==> config.mk <==
export PLATFORM = sky130hd
export DESIGN_NAME = tdm_demux
export DESIGN_NICKNAME = d
export VERILOG_FILES = /design/src/rtl/tdm_demux_pkg.sv /design/src/rtl/tdm_demux_deser_shift.sv /design/src/rtl/tdm_demux.sv
export SDC_FILE = /design/constraint.sdc
export NUM_CORES = 1
export LEC_CHECK = 0
export CORE_ASPECT_RATIO = 0.5
export CORE_MARGIN = 2
export CORE_UTILIZATION = 30
export CTS_BUF_LIST = sky130_fd_sc_hd__clkbuf_16
export CTS_CLUSTER_SIZE = 8
export DETAILED_ROUTE_END_ITERATION = 7
export GPL_ROUTABILITY_DRIVEN = 0
export PLACE_DENSITY = 0.61
export SYNTH_ARGS = -nofsm -noshare
export SYNTH_HDL_FRONTEND = slang
export SYNTH_HIERARCHICAL = 1
export SYNTH_SLANG_ARGS = --single-unit
export TNS_END_PERCENT = 50
==> constraint.sdc <==
create_clock -name clk -period 6.15 [get_ports clk]
set_input_delay 0.9225 -clock clk [delete_from_list [all_inputs] [get_ports clk]]
set_output_delay 0.9225 -clock clk [all_outputs]
set_load 0.02 [all_outputs]
==> src/rtl/tdm_demux_pkg.sv <==
// rtl/tdm_demux_pkg.sv - shared constants, state encoding and channel-index width rule for tdm_demux
package tdm_demux_pkg;

  localparam int N_CH_DEF = 4;
  localparam int W_DEF    = 8;

  typedef enum logic {
    HUNT = 1'b0,
    RECV = 1'b1
  } state_e;

  // Smallest index width that can address n channels (at least 1 bit)
  function automatic int cw_for(input int n);
    return (n <= 2) ? 1 : $clog2(n);
  endfunction

endpackage

==> src/rtl/tdm_demux_deser_shift.sv <==
// rtl/tdm_demux_deser_shift.sv - W-bit MSB-first shift register with bit counter and word-complete flag
module tdm_demux_deser_shift #(
  parameter int W = 8
) (
  input  logic         clk,
  input  logic         rst,
  input  logic         clr,
  input  logic         restart,
  input  logic         shift_en,
  input  logic         din,
  output logic [W-1:0] word,
  output logic         word_done
);

  localparam int BW = $clog2(W) + 1;

  logic [W-1:0]  sr_q, sr_d;
  logic [BW-1:0] cnt_q, cnt_d;

  // The completed word includes the bit being sampled on this edge
  always_comb begin
    word      = {sr_q[W-2:0], din};
    word_done = shift_en && (cnt_q == BW'(W - 1));
  end

  // Next shift/count state: clear wins, restart begins a fresh word with din as its MSB
  always_comb begin
    sr_d  = sr_q;
    cnt_d = cnt_q;
    if (clr) begin
      sr_d  = '0;
      cnt_d = '0;
    end else if (restart) begin
      sr_d  = {{(W-1){1'b0}}, din};
      cnt_d = BW'(1);
    end else if (shift_en) begin
      sr_d  = word;
      cnt_d = word_done ? '0 : cnt_q + BW'(1);
    end
  end

  // Register shift state with synchronous reset
  always_ff @(posedge clk) begin
    if (rst) begin
      sr_q  <= '0;
      cnt_q <= '0;
    end else begin
      sr_q  <= sr_d;
      cnt_q <= cnt_d;
    end
  end

endmodule

==> src/rtl/tdm_demux.sv <==
// rtl/tdm_demux.sv - TDM link receiver: frame alignment, deserialization and atomic channel publish
module tdm_demux
  import tdm_demux_pkg::*;
#(
  parameter int N_CH = N_CH_DEF,
  parameter int W    = W_DEF,
  parameter int CW   = cw_for(N_CH)
) (
  input  logic            clk,
  input  logic            rst,
  input  logic            en,
  input  logic            din,
  input  logic            sync,
  output logic [N_CH*W-1:0] ch_data,
  output logic            frame_valid,
  output logic            sync_err,
  output logic            locked,
  output logic [CW-1:0]   ch_idx
);

  state_e              state_q, state_d;
  logic [CW-1:0]       ch_idx_q, ch_idx_d;
  logic                exp_sync_q, exp_sync_d;
  logic [W-1:0]        stage_q [N_CH];
  logic [W-1:0]        stage_d [N_CH];
  logic [N_CH*W-1:0]   ch_data_q, ch_data_d;
  logic                frame_valid_q, frame_valid_d;
  logic                sync_err_q, sync_err_d;

  logic                sh_clr, sh_restart, sh_shift;
  logic [W-1:0]        sh_word;
  logic                sh_done;

  tdm_demux_deser_shift #(.W(W)) u_deser (
    .clk       (clk),
    .rst       (rst),
    .clr       (sh_clr),
    .restart   (sh_restart),
    .shift_en  (sh_shift),
    .din       (din),
    .word      (sh_word),
    .word_done (sh_done)
  );

  // Frame alignment, channel sequencing, staging and publish decision
  always_comb begin
    state_d       = state_q;
    ch_idx_d      = ch_idx_q;
    exp_sync_d    = exp_sync_q;
    stage_d       = stage_q;
    ch_data_d     = ch_data_q;
    frame_valid_d = 1'b0;
    sync_err_d    = 1'b0;
    sh_clr        = 1'b0;
    sh_restart    = 1'b0;
    sh_shift      = 1'b0;
    if (en) begin
      if (state_q == HUNT) begin
        if (sync) begin
          sh_restart = 1'b1;
          ch_idx_d   = '0;
          exp_sync_d = 1'b0;
          state_d    = RECV;
        end
      end else if (exp_sync_q && !sync) begin
        // Missing sync after a complete frame: lose lock and drop this bit
        sync_err_d = 1'b1;
        state_d    = HUNT;
        ch_idx_d   = '0;
        exp_sync_d = 1'b0;
        sh_clr     = 1'b1;
      end else if (sync) begin
        // Expected frame start, or an unexpected one that aborts the partial frame
        sync_err_d = !exp_sync_q;
        sh_restart = 1'b1;
        ch_idx_d   = '0;
        exp_sync_d = 1'b0;
      end else begin
        sh_shift = 1'b1;
        if (sh_done) begin
          for (int k = 0; k < N_CH; k++) begin
            if (ch_idx_q == CW'(k)) stage_d[k] = sh_word;
          end
          if (ch_idx_q == CW'(N_CH - 1)) begin
            for (int k = 0; k < N_CH; k++) begin
              ch_data_d[k*W +: W] = stage_d[k];
            end
            frame_valid_d = 1'b1;
            ch_idx_d      = '0;
            exp_sync_d    = 1'b1;
          end else begin
            ch_idx_d = ch_idx_q + CW'(1);
          end
        end
      end
    end
  end

  // FSM and registered outputs with synchronous reset
  always_ff @(posedge clk) begin
    if (rst) begin
      state_q       <= HUNT;
      ch_idx_q      <= '0;
      exp_sync_q    <= 1'b0;
      ch_data_q     <= '0;
      frame_valid_q <= 1'b0;
      sync_err_q    <= 1'b0;
      for (int k = 0; k < N_CH; k++) stage_q[k] <= '0;
    end else begin
      state_q       <= state_d;
      ch_idx_q      <= ch_idx_d;
      exp_sync_q    <= exp_sync_d;
      ch_data_q     <= ch_data_d;
      frame_valid_q <= frame_valid_d;
      sync_err_q    <= sync_err_d;
      stage_q       <= stage_d;
    end
  end

  assign ch_data     = ch_data_q;
  assign frame_valid = frame_valid_q;
  assign sync_err    = sync_err_q;
  assign locked      = (state_q == RECV);
  assign ch_idx      = ch_idx_q;

endmodule

==> results of run 1 <==
[Yosys cell counts (5+ instances only)]
cell,count,area share (%)
a22o_1,8,2.3
dfxtp_1,73,49
nand2b_1,32,6.7
ha_1,7,2.9
o2bb2ai_1,24,7.0
buf_2,5,0.83
clkbuf_1,9,1.1
nor2_1,11,1.4
mux2i_1,56,19
[cells by family (layout without fill, tap and decap cells)]
kind of cell	Yosys count	after routing	synth area share, %
AOI/OAI and AO/OA	42	42	11.34
muxes	56	56	18.68
adders and majority gates	7	7	2.919
and+or+nand+nor	70	70	14.09
buffers and inverters	24	63	3.961
DFF	73	73	48.71
xor gates and xnor gates	1	1	0.2920
[sequential cells by signal, summed over array words and instances, names as in the netlist]
signal,count
frame_valid,1
sync_err,1
exp_sync_q,1
ch_data,32
ch_idx,2
locked,1
u_deser/sr_q,7
stage_q,24
u_deser/cnt_q,4
[report_power, final]
part	internal [mW]	switching (mW)	leakage, nW
Clock	0.314	0.199	0.141
Combinational	0.0126	0.0168	0.669
Sequential	0.475	0.00293	0.588
Total	0.801	0.219	1.40
[layer usage]
metal  share of wire (%)  global-route usage, %  up-vias
li1                    -                      -     1040
met1                  47                  15.23     1055
met2                  50                  24.12       18
met3                 2.0                  3.939        7
met4                 1.1                  4.466        0
met5                   0                      0        -
[stage by stage]
step	hold WS, ns	worst slack, ns	util (%)	power, mW
floorplan	0.4480	3.505	-	0.5082
global placement	0.4520	2.332	36.47	0.5159
detailed placement	0.4466	2.143	36.47	0.5168
CTS	0.4671	2.475	39.56	1.027
global route	0.4740	2.242	39.56	1.058
finish	0.4598	2.405	39.56	1.020
[critical path, cell delays in order]
cell and delay [ns]:
clkdlybuf4s50_1 0.57, inv_1 0.10, ha_1 0.24, and3_1 0.37
and4b_1 0.32, and4_1 0.28, nand3b_2 0.47, clkinv_1 0.40
a22o_1 0.28
[final timing paths]
kind              cells past startpoint                     from                        to
hold / removal                        1  ch_data[3]$_SDFFE_PP0P_   ch_data[3]$_SDFFE_PP0P_
setup reg to reg                      8  exp_sync_q$_SDFFE_PP0P_  ch_data[31]$_SDFFE_PP0P_
setup / recovery                      9                     sync  ch_data[31]$_SDFFE_PP0P_
hold reg to reg                       1  ch_data[3]$_SDFFE_PP0P_   ch_data[3]$_SDFFE_PP0P_
[final cells by class]
| class | count | area, um2 | share of cell area [%] |
|---|---|---|---|
| clock buffer | 9 | 225.2 | 5.948 |
| clock inverter | 7 | 70.07 | 1.851 |
| inverter | 5 | 18.77 | 0.4957 |
| multi-input combinational | 176 | 1424 | 37.61 |
| sequential | 73 | 1461 | 38.60 |
| tap | 135 | 168.9 | 4.461 |
| timing repair buffer | 42 | 417.9 | 11.04 |
==> metrics.md, run 1 <==
| Metric | Value |
|---|---|
| Status | `finished clean` |
| Worst slew pin tran | `between 1 and 1.5 ns` |
| Max-slew headroom | `19.99%` |
| Port Buffers | `41` |
| Antenna Nets Post-Route | `0` |
| CTS Buf Count | `9` |
| Dpl cell area | `3491 um2` |
| Clk_skew | `~0.0078 ns` |
| Leading cell type in the layout, fill and taps excluded | `dfxtp_1` |
| Starting DRT DRC Count | `99` |
| Die Y | `74.72 um` |
| Synth Warn # | `6` |
| Synth unique cells | `36` |
| Root Buffer Master | `clkbuf_16` |
| Post-Place Cells | `between 400 and 500` |
| Final instance area | `3786 um2` |
| R2R Setup Slk | `3.28 ns` |
| Gate Count Post-Synth | `roughly 270` |
| Slew Viols, Final | `0` |
| Commonest register cell after synthesis | `dfxtp_1` |
| Drt pass-1 iters | `4` |
| Share of layout cells above drive strength 1 | `5.769%` |
| Static Leak | `1.399 nW` |
| Vias/cell | `4.743` |
| CTS Sinks | `73` |
| Rows | `25` |
| Tot GR Track Use | `13.17%` |
| Dpl hpwl | `4687 um` |
| Fin nets | `~320` |
| Hold-fix buffers, CTS | `0` |
| Largest net degree at the start of global routing | `43` |
| Max Cap Viol | `0` |
| Worst-skew pair later-pin latency | `0.33 ns` |
| Residual DRC | `0` |
| H-tree depth | `3` |
| Final period utilization | `60.90%` |
| Area growth syn-to-layout | `26.19%` |
| Worst setup SP type | `primary input` |
| Core area | `9572 um2` |
| Worst-path fanout max | `25` |
| # diodes | `0` |
| Wire length per cell | `15.27 um` |
| Final Hold Vio Count | `0` |
| Synth Cell Area | `around 3000 um2` |
| Final setup vio count | `0` |
| Post-CTS Setup Bufs | `0` |
| #FFs+latches synth | `73` |
| Commonest non-fill, non-tap cells in the layout | `73 x dfxtp_1, 56 x mux2i_1, 41 x clkdlybuf4s50_1` |
| Number of flops mapped to enable cells by yosys | `0` |
| Longest Clk Path Bufs | `2` |
| I/O pin count | `42` |
| CP Data Required Time | `6.36 ns` |
| Vias in the first global route | `2183` |
| Worst min-delay path category | `flip-flop to flip-flop` |
| Max Freq | `267.0 MHz` |
| Vias post-DR | `2120` |
| Kind of critical path | `primary input to flip-flop` |
| Syn avg cell area | `about 11 um2` |
| Maximum vdd drop | `0.1509 mV` |
| Global route total overflow | `0` |
| Die Span X | `145.4 um` |
| Syn Nets | `285` |
| First-pass GRT wire length | `11030 um` |
| Clock Pin Slew Worst Setup and Hold Paths | `0.06 ns` |
| Post-Route Setup TNS | `0 ns` |
| CP arrival | `around 4 ns` |
| Seq/Total Area, Yosys | `between 40% and 50%` |
| Fin crit period | `3.745 ns` |
| # resized after CTS | `0` |
| Fillers | `925` |
| RSZ-0062 raised after global routing | `no` |
| Final Non-Filler Cells | `447` |
| Initial antenna violation count | `0` |
| Starting Density | `around a third` |
| Crit end category | `flip-flop` |
| Total die area | `10870 um2` |
| Async SR Flop Fraction | `0%` |
| PwrDens | `269.3 nW/um2` |
| Routed wire length | `6824 um` |
| CTS tree | `yes` |
Power figures use the tool's default switching activity.
==> inputs of run 2 (changes only) <==
Settings changed: PLACE_DENSITY 0.61 to 0.63.
Clock period 6.15 ns to 3.3 ns, I/O delays scaled along.
==> run 2 against run 1 <==
Critical path depth did not move. Combinational power increased by 93%. Critical path type unchanged. Final area up 1.2%.
==> metrics.md, run 2 (synthesized netlist as in run 1, its figures left out) <==
| Metric | Value |
|---|---|
| Status | `finished clean` |
| Clock Pin Slew Worst Setup and Hold Paths | `0.06 ns` |
| Vias/cell | `4.785` |
| Die Y | `74.72 um` |
| Buffers plus inverters on the worst setup path | `3` |
| Dpl hpwl | `~4700 um` |
| Tot GR Track Use | `13.28%` |
| Met2 wire length | `3265 um` |
| CP top delay family | `buffers and inverters` |
| Met1 wire length | `approximately 3200 um` |
| Register share of total power | `45.8%` |
| Max reg flops | `32` |
| Worst setup SP type | `primary input` |
| Worst r2r src | `exp_sync_q$_SDFFE_PP0P_` |
| Total Power | `1.945 mW` |
| Kind of critical path | `primary input to flip-flop` |
| Worst-path fanout max | `12` |
| Max-slew headroom | `60.54%` |
| Final WS setup | `0.5889 ns` |
| Vias in the first global route | `2146` |
| Maximum vdd drop | `around 0.31 mV` |
| Commonest non-fill, non-tap cells in the layout | `73 x dfxtp_1, 56 x mux2i_1, 41 x clkdlybuf4s50_1` |
| Slew Viols, Final | `0` |
| CTS tree | `yes` |
| Worst slew pin tran | `0.5919 ns` |
| Crit end category | `flip-flop` |
| Rows | `25` |
| Root Buffer Master | `clkbuf_16` |
| Core area | `around 9600 um2` |
| Max Freq | `368.9 MHz` |
| Drt pass-1 iters | `4` |
| Pre-CTS setup slack | `0.2440 ns` |
| Starting DRT DRC Count | `132` |
| Total die area | `10870 um2` |
| Wire length per cell | `approximately 15 um` |
| Starting Density | `around a third` |
| Worst min-delay path category | `flip-flop to flip-flop` |
| Hold-fix buffers, CTS | `0` |
| PwrDens | `507.4 nW/um2` |
| Initial antenna violation count | `0` |
| Crit. Startpoint | `sync` |
| RSZ-0062 raised after global routing | `no` |
| Leading cell type in the layout, fill and taps excluded | `dfxtp_1` |
| Die Span X | `145.4 um` |
| Final period utilization | `between 80 and 90%` |
| Fin crit period | `roughly 2.7 ns` |
| Fin nets | `323` |
| Antenna Nets Post-Route | `0` |
| Post-Route Setup TNS | `0 ns` |
| Max Cap Viol | `0` |
| Max layer used | `met4` |
| Sw frac | `between 10% and 20%` |
| CP arrival | `slightly below 3 ns` |
| Comb power frac | `2.9%` |
| Global route total overflow | `0` |
| CTS Buf Count | `9` |
| Routed wl met3 | `213 um` |
| Sw Pwr | `0.3811 mW` |
| First-pass GRT wire length | `roughly 11000 um` |
| Critical Path Max Stage Delay | `0.57 ns` |
| Post-CTS Setup Bufs | `0` |
| Share of layout cells above drive strength 1 | `6.962%` |
| Clk_skew | `0.003595 ns` |
| # diodes | `0` |
| I/O pin count | `42` |
| Clk network pwr share | `51.3%` |
| Port Buffers | `41` |
| Int Power | `1.563 mW` |
| CTS Sinks | `73` |
| Static Leak | `between 1 and 1.5 nW` |
| Final hold slack | `0.4585 ns` |
| CP Data Required Time | `3.51 ns` |
| Routed wire length | `6798 um` |
| # resized after CTS | `0` |
| Crit-path cells | `clkdlybuf4s50_1, inv_1, ha_1, and3_1, and4b_1, and4_1, nand3b_2, clkinv_1, a22o_1` |
| Largest net degree at the start of global routing | `38` |
| Longest Clk Path Bufs | `2` |
| Final setup vio count | `0` |
| H-tree depth | `3` |
| Vias post-DR | `2158` |
| Area growth syn-to-layout | `27.73%` |
| Residual DRC | `0` |
| Max stage delay cell, worst path | `clkdlybuf4s50_1` |
| Worst-skew pair later-pin latency | `0.32 ns` |
| Final Hold Vio Count | `0` |
| Worst hold path startpoint | `ch_data[11]$_SDFFE_PP0P_` |
## run 2: area by class of cell
type | instances | area (um2)
fill | 936 | 5739
multi-input combinational | 176 | 1424
inverter | 5 | 18.77
sequential | 73 | 1461
timing repair buffer | 46 | 447.9
clock buffer | 9 | 225.2
tap | 135 | 168.9
clock inverter | 7 | 86.33
## run 2: power by group through the flow
stage	sequential, mW	clock, mW	combinational (mW)
floorplan	0.908	0	0.0386
global placement	0.909	0	0.0537
detailed placement	0.909	0	0.0565
CTS	0.890	1.02	0.0567
global route	0.890	1.06	0.0618
finish	0.890	0.998	0.0567
## run 2: metrics by stage
step                      cell area [um2]  instances  util (%)
final                                3832        451     40.04
after global routing                 3832        451     40.04
after CTS                            3832        451     40.04
after detailed placement             3521        435     36.78
after global placement               3521        435     36.78
after floorplan                      3000        273         -
## run 2: path summary, 6_finish.rpt
kind	endpoint	slack (ns)	depth (start not counted)
worst min register to register	ch_data[11]$_SDFFE_PP0P_	0.46	1
worst min-delay path	ch_data[11]$_SDFFE_PP0P_	0.46	1
worst max-delay path	ch_data[24]$_SDFFE_PP0P_	0.59	9
worst max register to register	ch_data[24]$_SDFFE_PP0P_	1.04	8
## run 2: worst reg2reg max path: stages (launching register included)
cell	delay, ns
dfxtp_1	0.36
inv_1	0.06
ha_1	0.21
and3_1	0.20
and4b_1	0.22
and4_1	0.27
nand3b_2	0.27
clkinv_1	0.31
a22o_1	0.25
## run 2: per-layer routing
layer	vias to the layer above	global-route usage (%)
li1	1048	-
met1	1070	16.46
met4	0	4.793
met5	-	0
met2	34	23.12
met3	6	3.394
==> inputs of run 3 (changes only) <==
Clock period 3.3 ns to 2.4 ns, I/O delays scaled along.
==> run 3 against run 2 <==
First-iteration DRC count down 15%. Via count increased by 0.70%. Clock power increased by 52%. Critical path depth unchanged. Sequential share of layout area shrank 1.4 points. Clock skew rose by 0.0021 ns. Power rose by 46%. Critical endpoint is now ch_data[27]$_SDFFE_PP0P_. Highest routed layer unchanged.
==> metrics.md, run 3 (synthesized netlist as in run 1, its figures left out) <==
| Metric | Value |
|---|---|
| CTS Buf Count | `9` |
| Drt pass-1 iters | `4` |
| Worst setup SP type | `primary input` |
| Initial antenna violation count | `0` |
| Post-Place Cells | `around 450` |
| Largest net degree at the start of global routing | `26` |
| Die Y | `about 75 um` |
| Final Non-Filler Cells | `461` |
| Fillers | `approximately 910` |
| Max reg flops | `32` |
| Root Buffer Master | `clkbuf_16` |
| PwrDens | `711.5 nW/um2` |
| CTS tree | `yes` |
| Vias in the first global route | `~2200` |
| Worst-skew pair later-pin latency | `0.33 ns` |
| Starting DRT DRC Count | `about 110` |
| Core area | `9572 um2` |
| Rows | `25` |
| Clk_skew | `around 0.0057 ns` |
| Post-Route Setup TNS | `0 ns` |
| Maximum vdd drop | `between 0.3 and 0.4 mV` |
| Global route total overflow | `0` |
| CP arrival | `2.38 ns` |
| Routed wire length | `roughly 6900 um` |
| Max Freq | `roughly 460 MHz` |
| CP Data Required Time | `2.62 ns` |
| R2R cell count | `8` |
| I/O pin count | `42` |
| Status | `finished clean` |
| Tot GR Track Use | `approximately an eighth` |
| WHS Path Cells | `1` |
| Leading cell type in the layout, fill and taps excluded | `dfxtp_1` |
| Clock Pin Slew Worst Setup and Hold Paths | `approximately 0.060 ns` |
| Dpl hpwl | `5065 um` |
| Max-slew headroom | `58.10%` |
| Final hold slack | `0.4620 ns` |
| Starting Density | `31.35%` |
| Commonest non-fill, non-tap cells in the layout | `73 x dfxtp_1, 56 x mux2i_1, 41 x clkdlybuf4s50_1` |
| RSZ-0062 raised after global routing | `no` |
| Final Hold Vio Count | `0` |
| Residual DRC | `0` |
| Pre-CTS setup slack | `-0.1949 ns` |
| Worst-path fanout max | `9` |
| Vias/cell | `approximately 4.7` |
| Wire length per cell | `about 15 um` |
| Final WS setup | `~0.24 ns` |
| Worst r2r src | `exp_sync_q$_SDFFE_PP0P_` |
| Fin crit period | `2.162 ns` |
| Total die area | `between 10000 and 15000 um2` |
| Kind of critical path | `primary input to flip-flop` |
| First-pass GRT wire length | `~11000 um` |
| Final period utilization | `90.07%` |
| Worst min-delay path category | `flip-flop to flip-flop` |
| Hold-fix buffers, CTS | `0` |
| R2R Setup Slk | `0.42 ns` |
| CTS Sinks | `73` |
| Total Power | `2.835 mW` |
| Area growth syn-to-layout | `32.78%` |
| Antenna Nets Post-Route | `0` |
| Slew Viols, Final | `0` |
| Final setup vio count | `0` |
| # diodes | `0` |
| Longest Clk Path Bufs | `2` |
| Worst slew pin tran | `0.6266 ns` |
| Crit end category | `flip-flop` |
| Static Leak | `1.509 nW` |
| R2R Path End | `ch_data[27]$_SDFFE_PP0P_` |
| Fin nets | `333` |
| Max Cap Viol | `0` |
| Port Buffers | `41` |
| Hold endpoint | `ch_data[10]$_SDFFE_PP0P_` |
| Worst hold path startpoint | `ch_data[10]$_SDFFE_PP0P_` |
| H-tree depth | `3` |
| Share of layout cells above drive strength 1 | `a little over a tenth` |
| Vias post-DR | `2173` |
| Die Span X | `145.4 um` |
run 3: area by class of cell:
class,count,area (um2),share of cell area [%]
Sequential cell,73,1461,36.68
Timing Repair Buffer,56,560.5,14.07
Multi-Input combinational cell,176,1430,35.90
Clock inverter,7,118.9,2.984
Tap cell,135,168.9,4.240
Inverter,5,18.77,0.4711
Clock buffer,9,225.2,5.653
run 3: where the power goes:
group | internal (mW) | total, mW | switching (mW)
clock network | 1.02 | 1.52 | 0.508
registers | 1.22 | 1.22 | 0.00734
logic | 0.0415 | 0.0869 | 0.0454
total | 2.27 | 2.83 | 0.561
run 3: through the flow:
step                area (um2)  util (%)
floorplan                 3000         -
global placement          3633     37.96
detailed placement        3633     37.96
CTS                       3978     41.56
global route              3984     41.62
finish                    3984     41.62
run 3: worst max-delay path by stage:
stage / to / slack [ns] / startpoint / cells after the start
4_1_cts: ch_idx[0]$_SDFFE_PP0P_ / 0.13 / sync / 10
5_1_grt: ch_data[27]$_SDFFE_PP0P_ / 0.11 / sync / 9
6_report: ch_data[27]$_SDFFE_PP0P_ / 0.24 / sync / 9
3_3_place_gp: stage_q[28]$_SDFFE_PP0P_ / -0.06 / sync / 8
2_1_floorplan: ch_data[31]$_SDFFE_PP0P_ / 0.32 / sync / 10
3_5_place_dp: stage_q[27]$_SDFFE_PP0P_ / -0.19 / sync / 8
run 3: metal layers:
| metal | up-vias | global-route usage [%] | part of all wire (%) |
|---|---|---|---|
| met5 | - | 0 | 0 |
| met4 | 0 | 3.922 | 0.81 |
| met3 | 6 | 4.000 | 3.3 |
| met2 | 33 | 23.70 | 48 |
| met1 | 1064 | 16.09 | 48 |
| li1 | 1070 | - | - |
run 3: repair_timing:
| item | 4_1_cts | 5_1_grt |
|---|---|---|
| buffers inserted | 0 | 0 |
| endpoints found under the setup margin | 0 | 3 |
| gates resized for setup | 0 | 2 |
run 3: worst max-delay path, stage by stage:
cell             delay, ns
clkdlybuf4s50_1       0.47
inv_1                 0.06
ha_1                  0.21
and3_1                0.19
and4b_1               0.21
and4_1                0.27
nand3b_2              0.13
clkinv_1              0.22
a22o_1                0.25
